File: src/rtl/fetch_unit.sv
// Instruction fetch stage: issues sequential word fetches, buffers in-order
// responses in a credit-limited FIFO and flushes everything on a redirect.
module fetch_unit #(
    parameter int unsigned                PC_WIDTH_LENGTH = 32,
    parameter int unsigned                INST_WIDTH      = 32,
    parameter int unsigned                DEPTH           = 4,
    parameter logic [PC_WIDTH_LENGTH-1:0] RESET_PC        = '0
) (
    input  logic                       clk,
    input  logic                       rst,
    input  logic                       redirect_valid,
    input  logic [PC_WIDTH_LENGTH-1:0] redirect_pc,
    output logic                       imem_req_valid,
    input  logic                       imem_req_ready,
    output logic [PC_WIDTH_LENGTH-1:0] imem_req_addr,
    input  logic                       imem_rsp_valid,
    input  logic [INST_WIDTH-1:0]      imem_rsp_data,
    output logic                       inst_valid,
    input  logic                       inst_ready,
    output logic [INST_WIDTH-1:0]      inst_out,
    output logic [PC_WIDTH_LENGTH-1:0] inst_pc
);
    localparam int unsigned PW = $clog2(DEPTH);
    localparam int unsigned CW = $clog2(DEPTH + 1);
    localparam logic [CW:0] L_DEPTH = (CW + 1)'(DEPTH);
    localparam logic [PC_WIDTH_LENGTH-1:0] L_PC_STEP = PC_WIDTH_LENGTH'(4);

    logic [PC_WIDTH_LENGTH-1:0] r_fetch_pc;
    logic [PC_WIDTH_LENGTH-1:0] r_rsp_pc;
    logic [INST_WIDTH-1:0]      r_fifo_inst [DEPTH];
    logic [PC_WIDTH_LENGTH-1:0] r_fifo_pc   [DEPTH];
    logic [PW-1:0]              r_rd_ptr;
    logic [PW-1:0]              r_wr_ptr;
    logic [CW-1:0]              r_count;
    logic [CW-1:0]              r_outstanding;
    logic [CW-1:0]              r_drop;

    logic [CW:0]                w_credit_used;
    logic                       w_req_valid;
    logic                       w_req_fire;
    logic                       w_rsp_counted;
    logic                       w_rsp_keep;
    logic                       w_inst_valid;
    logic                       w_pop;
    logic [PC_WIDTH_LENGTH-1:0] w_redirect_target;
    logic [CW-1:0]              w_outstanding_after_rsp;
    logic [CW-1:0]              w_outstanding_next;
    logic [CW-1:0]              w_count_next;
    logic                       w_unused_low_bits;

    // Credits cover both in-flight requests and buffered entries, so the FIFO cannot overflow.
    assign w_credit_used     = {1'b0, r_outstanding} + {1'b0, r_count};
    assign w_req_valid       = !rst && !redirect_valid && (w_credit_used < L_DEPTH);
    assign w_req_fire        = w_req_valid && imem_req_ready;
    assign w_rsp_counted     = imem_rsp_valid && (r_outstanding != CW'(0));
    assign w_rsp_keep        = !rst && !redirect_valid && w_rsp_counted && (r_drop == CW'(0));
    assign w_inst_valid      = !rst && !redirect_valid && (r_count != CW'(0));
    assign w_pop             = w_inst_valid && inst_ready;
    assign w_redirect_target = {redirect_pc[PC_WIDTH_LENGTH-1:2], 2'b00};
    assign w_unused_low_bits = ^redirect_pc[1:0];

    assign w_outstanding_after_rsp = r_outstanding - CW'(w_rsp_counted);
    assign w_outstanding_next      = w_outstanding_after_rsp + CW'(w_req_fire);
    assign w_count_next            = r_count + CW'(w_rsp_keep) - CW'(w_pop);

    assign imem_req_valid = w_req_valid;
    assign imem_req_addr  = r_fetch_pc;
    assign inst_valid     = w_inst_valid;
    assign inst_out       = r_fifo_inst[r_rd_ptr];
    assign inst_pc        = r_fifo_pc[r_rd_ptr];

    // Control state: PCs, FIFO pointers, credit and drop counters.
    always_ff @(posedge clk) begin
        if (rst) begin
            r_fetch_pc    <= RESET_PC;
            r_rsp_pc      <= RESET_PC;
            r_rd_ptr      <= PW'(0);
            r_wr_ptr      <= PW'(0);
            r_count       <= CW'(0);
            r_outstanding <= CW'(0);
            r_drop        <= CW'(0);
        end else if (redirect_valid) begin
            // Everything still in flight belongs to the squashed path.
            r_fetch_pc    <= w_redirect_target;
            r_rsp_pc      <= w_redirect_target;
            r_rd_ptr      <= PW'(0);
            r_wr_ptr      <= PW'(0);
            r_count       <= CW'(0);
            r_outstanding <= w_outstanding_after_rsp;
            r_drop        <= w_outstanding_after_rsp;
        end else begin
            if (w_req_fire) begin
                r_fetch_pc <= r_fetch_pc + L_PC_STEP;
            end
            if (w_rsp_counted && (r_drop != CW'(0))) begin
                r_drop <= r_drop - CW'(1);
            end
            if (w_rsp_keep) begin
                r_rsp_pc <= r_rsp_pc + L_PC_STEP;
                r_wr_ptr <= r_wr_ptr + PW'(1);
            end
            if (w_pop) begin
                r_rd_ptr <= r_rd_ptr + PW'(1);
            end
            r_outstanding <= w_outstanding_next;
            r_count       <= w_count_next;
        end
    end

    // FIFO payload storage; validity is tracked by r_count so no reset is needed.
    always_ff @(posedge clk) begin
        if (w_rsp_keep) begin
            r_fifo_inst[r_wr_ptr] <= imem_rsp_data;
            r_fifo_pc[r_wr_ptr]   <= r_rsp_pc;
        end
    end

endmodule
File: config.mk
export PLATFORM = sky130hd
export DESIGN_NAME = fetch_unit
export DESIGN_NICKNAME = d
export VERILOG_FILES = /design/src/rtl/fetch_unit.sv
export SDC_FILE = /design/constraint.sdc
export NUM_CORES = 1
export LEC_CHECK = 0
export ABC_AREA = 0
export CORE_MARGIN = 2
export CORE_UTILIZATION = 48
export DETAILED_ROUTE_END_ITERATION = 6
export GPL_ROUTABILITY_DRIVEN = 0
export PLACE_DENSITY = 0.69
export SLEW_MARGIN = 40
export SYNTH_ARGS = -nofsm -noshare
export SYNTH_HDL_FRONTEND = slang
export SYNTH_SLANG_ARGS = --single-unit
export TNS_END_PERCENT = 1
File: constraint.sdc
create_clock -name clk -period 11.1 [get_ports clk]
set_input_delay 2.22 -clock clk [delete_from_list [all_inputs] [get_ports clk]]
set_output_delay 2.22 -clock clk [all_outputs]
set_load 0.02 [all_outputs]
==> results of run 1 <==
critical path: stages:
cell             delay [ns]
clkdlybuf4s50_1        0.39
buf_4                  0.19
or2_2                  0.40
nor3_1                 0.24
clkdlybuf4s50_1        0.65
metrics by stage:
step | std cells | setup slack, ns | total power, mW
6_report | 1434 | 4.767 | 2.782
5_1_grt | 1434 | 4.667 | 2.888
4_1_cts | 1434 | 4.738 | 2.807
3_5_place_dp | 1375 | 4.759 | 1.697
2_1_floorplan | 879 | 5.595 | 1.576
3_3_place_gp | 1375 | 4.687 | 1.689
final cells by class:
type                       instances  area [sq um]  area share [%]
inverter                          20         75.07          0.4541
sequential                       323          8954           54.16
clock inverter                    17         186.4           1.128
tap                              378         473.0           2.861
clock buffer                      42         912.1           5.517
timing repair buffer             172          1708           10.33
multi-input combinational        482          4224           25.55
worst max path at each step:
stage	start	endpoint	slack (ns)
after floorplan	redirect_valid	imem_req_valid	5.59
after detailed placement	rst	imem_req_valid	4.76
after global routing	rst	imem_req_valid	4.67
after CTS	rst	imem_req_valid	4.74
final	rst	imem_req_valid	4.77
after global placement	rst	imem_req_valid	4.69
placed cells by master, fill, tap and decap left out, drive strengths merged, types with 11 or more instances in the layout:
master,instances
and2,14
nor4,25
inv,21
xnor2,11
nor2,30
o31ai,11
mux4,62
clkbuf,42
nand3,21
buf,12
nor3,17
o21ai,27
ha,16
a21boi,14
a31oi,15
a21oi,11
edfxtp,248
clkinv,13
o31a,13
clkdlybuf4s50,160
nand2,30
or4,12
o21a,15
dfxtp,75
nand4,32
flip-flops by register name (all words and copies together) (netlist names), named ones only:
name and count:
r_outstanding 3, r_count 3, r_wr_ptr 2, imem_req_addr 30, r_fifo_pc 120, r_rd_ptr 2
r_rsp_pc 30, r_drop 3, r_fifo_inst 128
cells by family after synthesis:
group / synth area share [%]
DFF: 66.49
other: 0.02786
buffers and inverters: 2.287
and+or+nand+nor: 9.948
adders and majority gates: 1.636
AOI/OAI and AO/OA: 7.624
xor gates and xnor gates: 1.302
muxes: 10.68
power by group through the flow:
stage	logic (mW)	registers, mW	clock network [mW]
floorplan	0.168	1.41	0
global placement	0.278	1.41	0
detailed placement	0.283	1.41	0
CTS	0.285	1.39	1.13
global route	0.311	1.39	1.18
finish	0.283	1.39	1.11
routing by layer:
layer  share of wire, %  wire length [um]  track usage, %  vias to the layer above
met3                7.5              2184           4.694                       45
met2                 46             13480           31.81                      333
li1                   -                 -               -                     3846
met5                  0                 0               0                        -
met1                 44             12790           27.75                     4155
met4                1.9               560           5.748                        0
==> results.sh, run 1 <==
export IMPL_status="finished clean"
export IMPL_grt_setup_unrepaired="false"
export IMPL_peakVddDrop_uv=99.31
export IMPL_clkSlewWorstSetupHoldPaths_ns=0.06
export IMPL_firstDrtPassIters=5
export IMPL_critPathCaptureType="output pin"
export IMPL_synth_avg_cell_area_sq_um=15.36
export IMPL_grt_max_degree=74
export IMPL_cts_sink_count=323
export IMPL_dp_hpwl_mm=18.06
export IMPL_p_leak_nw=5.237
export IMPL_setup_viol=0
export IMPL_rows=61
export IMPL_grt_total_usage_pct=20.03
export IMPL_die_w_um=171.4
export IMPL_routedWlPerCell_um=20.24
export IMPL_cts_tree="built"
export IMPL_netlist_area_leader_share_pct=55.34
export IMPL_vias=8379
export IMPL_drive_above_1_share_pct=13.54
export IMPL_numCtsBuffers=34
export IMPL_syn_inst=876
export IMPL_portBuffers=161
export IMPL_crit_path_max_fanout=13
export IMPL_start_util_pct=48.58
export IMPL_synth_area_leaders="edfxtp_1 (55%), dfxtp_1 (11%), mux4_2 (10%), ha_1 (1.5%), nand4_1 (1.5%)"
export IMPL_comb_power_share_pct=10.2
export IMPL_timing_hold_ws_ns=0.5340
export IMPL_drv_slew=0
export IMPL_post_route_min_period_ns=6.333
export IMPL_power_density_mw_per_mm2=168.3
export IMPL_r2r_slack_ns=8.35
export IMPL_grt_pass1_vias=8362
export IMPL_synthDistinctLibCells=60
export IMPL_hold_path_class="register to register"
export IMPL_skew_ns=0.01244
export IMPL_critPathLaunchType="primary input"
export IMPL_clockBufferDepth=3
export IMPL_arrival_ns=4.11
export IMPL_ys_top_cells_by_count="edfxtp_1 (248), dfxtp_1 (75), mux4_2 (62)"
export IMPL_ys_seq_elements=323
export IMPL_vias_per_cell=5.843
export IMPL_clock_power_share_pct=39.9
export IMPL_fin_nets=1120
export IMPL_ioPinCount=168
export IMPL_swShare_pct=23.45
export IMPL_htree_levels=2
export IMPL_num_antenna_cells=0
export IMPL_maxCapViolCount=0
export IMPL_max_freq_mhz=157.9
export IMPL_syn_cell_area_sq_mm=0.01346
export IMPL_antenna_left=0
export IMPL_yosys_warnings=0
export IMPL_period_share_pct=57.05
export IMPL_nFillCells=2090
export IMPL_worstSetupPathType="primary input to output pin"
export IMPL_tns_ns=0
export IMPL_worst_skew_pair_late_latency_ns=0.52
export IMPL_finalWirelength_mm=29.02
export IMPL_post_route_cell_area_sq_mm=0.01653
export IMPL_area_delta_synth_final_pct=22.84
export IMPL_rr_endpoint="r_count[2]"
export IMPL_synth_most_common_cell="edfxtp_1"
export IMPL_r2r_start="r_drop[0]"
export IMPL_post_route_util_pct=59.67
export IMPL_yosysTopAreaCell="edfxtp_1"
export IMPL_ys_seq_area_share_pct=66.49
export IMPL_maxSlewHeadroom_pct=49.81
export IMPL_root_buffer="clkbuf_16"
export IMPL_synth_ff_type="edfxtp_1"
export IMPL_grt_overflow_total=0
export IMPL_hold_path_cell_count=2
export IMPL_worst_pin_slew_ns=0.7464
export IMPL_netSwitchingPower_mw=0.6523
export IMPL_drc=0
export IMPL_finalHoldViolCount=0
export IMPL_die_h_um=171.4
export IMPL_cp_required_ns=8.88
export IMPL_drt_iter0_drc=582
export IMPL_worstHoldEndpoint="imem_req_addr[14]"
export IMPL_grt_pass1_wl_mm=45.21
export IMPL_async_flop_share_pct=0
export IMPL_hold_start="imem_req_addr[14]"
export IMPL_core_sq_mm=0.02771
export IMPL_cell_internal_pwr_mw=2.130
export IMPL_cts_hold_buf=0
export IMPL_synth_edff_count=248
export IMPL_die_area_sq_mm=0.02939
export IMPL_postCtsResizedCells=0
export IMPL_place_area_sq_mm=0.01543
export IMPL_post_cts_setup_buffers=0
export IMPL_ff2ff_path_depth=12
export IMPL_pwr_share_seq_pct=49.9
export IMPL_antenna_found_initial=0
(Power assumes the default switching activity.)
==> inputs of run 2 (changes only) <==
==> constraint.sdc (replaced) <==
create_clock -name clk -period 6.1 [get_ports clk]
set_input_delay 1.22 -clock clk [delete_from_list [all_inputs] [get_ports clk]]
set_output_delay 1.22 -clock clk [all_outputs]
set_load 0.02 [all_outputs]
==> results.sh, run 2 (same netlist as run 1, synthesis figures left out) <==
export IMPL_grt_pass1_wl_mm=46.08
export IMPL_die_area_sq_mm=0.02939
export IMPL_setup_ws_ns=1.722
export IMPL_rr_endpoint="imem_req_addr[22]"
export IMPL_clkSlewWorstSetupHoldPaths_ns=0.06
export IMPL_arrival_ns=3.16
export IMPL_post_route_util_pct=59.68
export IMPL_maxCapViolCount=0
export IMPL_grt_total_usage_pct=20.41
export IMPL_grt_setup_unrepaired="false"
export IMPL_critPathLaunchType="primary input"
export IMPL_largest_registers="r_fifo_inst (128), r_fifo_pc (120)"
export IMPL_fin_nets=1122
export IMPL_r2r_slack_ns=3.27
export IMPL_worstSetupPathType="primary input to output pin"
export IMPL_cts_hold_buf=0
export IMPL_antenna_found_initial=0
export IMPL_antenna_left=0
export IMPL_portBuffers=161
export IMPL_firstDrtPassIters=5
export IMPL_crit_path_frequent_cell="clkdlybuf4s50_1"
export IMPL_maxSlewHeadroom_pct=40.28
export IMPL_finalWirelength_mm=29.51
export IMPL_seq_area_sq_mm=0.008956
export IMPL_dp_hpwl_mm=18.96
export IMPL_worst_pin_slew_ns=0.8876
export IMPL_die_w_um=171.4
export IMPL_worstHoldEndpoint="imem_req_addr[14]"
export IMPL_start_util_pct=48.58
export IMPL_routedWlPerCell_um=20.53
export IMPL_area_delta_synth_final_pct=22.87
export IMPL_peakVddDrop_uv=146.0
export IMPL_power_mw=4.979
export IMPL_rows=61
export IMPL_core_sq_mm=0.02771
export IMPL_cts_sink_count=323
export IMPL_finalHoldViolCount=0
export IMPL_hold_start="imem_req_addr[14]"
export IMPL_num_antenna_cells=0
export IMPL_clockBufferDepth=3
export IMPL_largest_reg_flops=128
export IMPL_hold_path_cell_count=2
export IMPL_drc=0
export IMPL_drt_iter0_drc=767
export IMPL_post_route_min_period_ns=4.378
export IMPL_ff2ff_path_depth=5
export IMPL_nFillCells=2074
export IMPL_period_share_pct=71.76
export IMPL_max_freq_mhz=228.4
export IMPL_ioPinCount=168
export IMPL_vias=8310
export IMPL_final_cell_mix="edfxtp_1 (248), clkdlybuf4s50_1 (160), dfxtp_1 (73)"
export IMPL_hold_path_class="register to register"
export IMPL_pre_cts_ws_ns=1.718
export IMPL_status="finished clean"
export IMPL_critPathCaptureType="output pin"
export IMPL_skew_ns=0.01365
export IMPL_drive_above_1_share_pct=13.79
export IMPL_cp_slowest_stage_delay_ns=0.66
export IMPL_power_density_mw_per_mm2=301.1
export IMPL_path_cells="clkdlybuf4s50_1 -> buf_4 -> or2_2 -> nor3_1 -> clkdlybuf4s50_1"
export IMPL_grt_overflow_total=0
export IMPL_root_buffer="clkbuf_16"
export IMPL_htree_levels=2
export IMPL_cp_required_ns=4.88
export IMPL_crit_path_max_fanout=13
export IMPL_post_cts_setup_buffers=0
export IMPL_worst_path_buf_inv=3
export IMPL_crit_family="buffers and inverters"
export IMPL_drv_slew=0
export IMPL_slowest_stage="clkdlybuf4s50_1"
export IMPL_die_h_um=171.4
export IMPL_multi_input_area_sq_mm=0.004224
export IMPL_r2r_start="r_count[1]"
export IMPL_cts_tree="built"
export IMPL_postCtsResizedCells=0
export IMPL_top_register="r_fifo_inst"
export IMPL_grt_pass1_vias=8278
export IMPL_layout_commonest_cell="edfxtp_1"
export IMPL_grt_max_degree=63
export IMPL_setup_viol=0
export IMPL_p_leak_nw=5.235
export IMPL_worst_skew_pair_late_latency_ns=0.50
export IMPL_numCtsBuffers=34
export IMPL_tns_ns=0
export IMPL_vias_per_cell=5.783
run 2: worst max-delay path by stage:
stage	start	slack, ns	end	cells past startpoint
finish	rst	1.72	imem_req_valid	5
detailed placement	rst	1.72	imem_req_valid	5
global placement	rst	1.65	imem_req_valid	5
floorplan	redirect_valid	2.05	r_fifo_inst[0][0]	5
CTS	rst	1.70	imem_req_valid	5
global route	rst	1.60	imem_req_valid	5
run 2: worst min-delay path, stage by stage, from the launching register on:
cell     delay [ns]
dfxtp_1        0.33
o21ai_0        0.08
a31oi_1        0.08
run 2: layout make-up:
class | instances | share of cell area [%]
Clock buffer | 41 | 5.554
Clock inverter | 19 | 0.7718
Inverter | 20 | 0.4540
Multi-Input combinational cell | 482 | 25.54
Sequential cell | 323 | 54.16
Tap cell | 378 | 2.860
Timing Repair Buffer | 174 | 10.65
run 2: metal layers:
metal | wire [um] | GRT usage (%) | vias up
met2 | 13950 | 33.04 | 327
met4 | 564 | 5.601 | 0
li1 | - | - | 3855
met5 | 0 | 0 | -
met3 | 2027 | 3.705 | 45
met1 | 12970 | 28.61 | 4083
run 2: power breakdown:
part | internal (mW) | switching, mW
clock network | 1.12 | 0.813
logic | 0.232 | 0.288
registers | 2.45 | 0.0795
total | 3.80 | 1.18
run 2: metrics by stage:
stage               hold slack, ns  cell area [sq um]  cells
floorplan                   0.4847              13470    879
global placement            0.5134              15430   1375
detailed placement          0.5240              15490   1377
CTS                         0.5371              16540   1437
global route                0.5670              16540   1437
finish                      0.5350              16540   1437
==> inputs of run 3 (changes only) <==
--- a/config.mk
+++ b/config.mk
@@ -10,7 +10,7 @@
 export CORE_UTILIZATION = 48
 export DETAILED_ROUTE_END_ITERATION = 6
 export GPL_ROUTABILITY_DRIVEN = 0
-export PLACE_DENSITY = 0.69
+export PLACE_DENSITY = 0.71
 export SLEW_MARGIN = 40
 export SYNTH_ARGS = -nofsm -noshare
 export SYNTH_HDL_FRONTEND = slang
==> constraint.sdc (replaced) <==
create_clock -name clk -period 3.6 [get_ports clk]
set_input_delay 0.72 -clock clk [delete_from_list [all_inputs] [get_ports clk]]
set_output_delay 0.72 -clock clk [all_outputs]
set_load 0.02 [all_outputs]
==> results.sh, run 3 (same netlist as run 1, synthesis figures left out) <==
export IMPL_cts_hold_buf=0
export IMPL_worst_skew_pair_late_latency_ns=0.50
export IMPL_grt_pass1_vias=8333
export IMPL_vias=8437
export IMPL_drc=0
export IMPL_clockBufferDepth=3
export IMPL_routedWlPerCell_um=20.30
export IMPL_cp_required_ns=2.88
export IMPL_drive_above_1_share_pct=14.10
export IMPL_place_area_sq_mm=0.01562
export IMPL_vias_per_cell=5.823
export IMPL_grt_overflow_total=0
export IMPL_power_density_mw_per_mm2=504.2
export IMPL_p_leak_nw=5.293
export IMPL_post_route_min_period_ns=3.223
export IMPL_post_cts_setup_buffers=0
export IMPL_htree_levels=2
export IMPL_drt_iter0_drc=702
export IMPL_tns_ns=0
export IMPL_critPathLaunchType="register"
export IMPL_final_cell_mix="edfxtp_1 (248), clkdlybuf4s50_1 (160), dfxtp_1 (73)"
export IMPL_antenna_left=0
export IMPL_drv_slew=0
export IMPL_clkSlewWorstSetupHoldPaths_ns=0.06
export IMPL_layout_commonest_cell="edfxtp_1"
export IMPL_crit_path_max_fanout=14
export IMPL_worst_pin_slew_ns=0.7983
export IMPL_root_buffer="clkbuf_16"
export IMPL_largest_reg_flops=128
export IMPL_fin_nets=1136
export IMPL_die_area_sq_mm=0.02939
export IMPL_hold_path_class="register to register"
export IMPL_setup_viol=0
export IMPL_ioPinCount=168
export IMPL_worstSetupPathType="register to output pin"
export IMPL_status="finished clean"
export IMPL_max_freq_mhz=310.3
export IMPL_cp_slowest_stage_delay_ns=0.59
export IMPL_period_share_pct=89.52
export IMPL_dp_hpwl_mm=19.70
export IMPL_grt_setup_unrepaired="false"
export IMPL_pre_cts_ws_ns=0.2940
export IMPL_slowest_stage="clkdlybuf4s50_1"
export IMPL_portBuffers=161
export IMPL_antenna_found_initial=0
export IMPL_peakVddDrop_uv=321.6
export IMPL_arrival_ns=2.50
export IMPL_die_h_um=171.4
export IMPL_numCtsBuffers=34
export IMPL_num_antenna_cells=0
export IMPL_skew_ns=0.01127
export IMPL_grt_max_degree=56
export IMPL_postCtsResizedCells=0
export IMPL_largest_registers="r_fifo_inst (128), r_fifo_pc (120)"
export IMPL_rows=61
export IMPL_core_sq_mm=0.02771
export IMPL_area_delta_synth_final_pct=23.75
export IMPL_path_cells="buf_4 -> mux4_2 -> clkdlybuf4s50_1"
export IMPL_start_util_pct=48.58
export IMPL_critPathCaptureType="output pin"
export IMPL_firstDrtPassIters=5
export IMPL_post_route_cell_area_sq_mm=0.01665
export IMPL_finalHoldViolCount=0
export IMPL_setup_ws_ns=0.3773
export IMPL_grt_pass1_wl_mm=46.10
export IMPL_finalWirelength_mm=29.42
export IMPL_power_mw=8.398
export IMPL_grt_total_usage_pct=20.32
export IMPL_maxCapViolCount=0
export IMPL_cts_sink_count=323
export IMPL_maxSlewHeadroom_pct=46.37
export IMPL_cts_tree="built"
export IMPL_nFillCells=2107
export IMPL_die_w_um=171.4
export IMPL_top_register="r_fifo_inst"
run 3: changes by cell type in the layout (fill, tap and decap cells not counted), sizes merged:
cell and change:
buf +14, clkbuf +1, clkinv -2, inv -1
run 3: final cells by class:
class	count	area, sq um	share of cell area [%]
clock buffer	42	912.1	5.477
clock inverter	16	120.1	0.7212
inverter	20	75.07	0.4508
multi-input combinational	482	4224	25.36
sequential	323	8954	53.76
tap	378	473.0	2.840
timing repair buffer	188	1897	11.39
run 3: path summary, 6_finish.rpt:
check | startpoint | end | slack (ns) | cells past startpoint
max reg2reg | r_outstanding[1] | imem_req_addr[27] | 1.04 | 5
min reg2reg | r_rd_ptr[1] | r_rd_ptr[1] | 0.54 | 2
max | register | inst_out[5] | 0.38 | 3
min | r_rd_ptr[1] | r_rd_ptr[1] | 0.54 | 2
run 3: worst max-delay path, delay by kind of cell, from the launching register on:
| kind | cells | cell delay, ns |
|---|---|---|
| buffers and inverters | 2 | 0.94 |
| flip-flops | 1 | 0.50 |
| multiplexers | 1 | 0.55 |
run 3: per-layer routing:
| layer | wire [um] | track usage (%) | up-vias |
|---|---|---|---|
| met4 | 607 | 4.974 | 0 |
| met5 | 0 | 0 | - |
| met3 | 2281 | 4.326 | 56 |
| met1 | 12810 | 28.37 | 4149 |
| met2 | 13720 | 32.79 | 356 |
| li1 | - | - | 3876 |
run 3: report_power, final:
group / total [mW] / internal [mW] / switching, mW
clock network: 3.23 / 1.87 / 1.35
logic: 0.889 / 0.399 / 0.491
registers: 4.28 / 4.15 / 0.135
run 3: per-stage QoR:
stage | utilization, % | instances | hold slack [ns]
after detailed placement | 56.37 | 1391 | 0.5254
after global placement | 56.37 | 1391 | 0.5163
final | 60.11 | 1449 | 0.5383
after floorplan | - | 879 | 0.4847
after global routing | 60.11 | 1449 | 0.5713
after CTS | 60.09 | 1449 | 0.5390
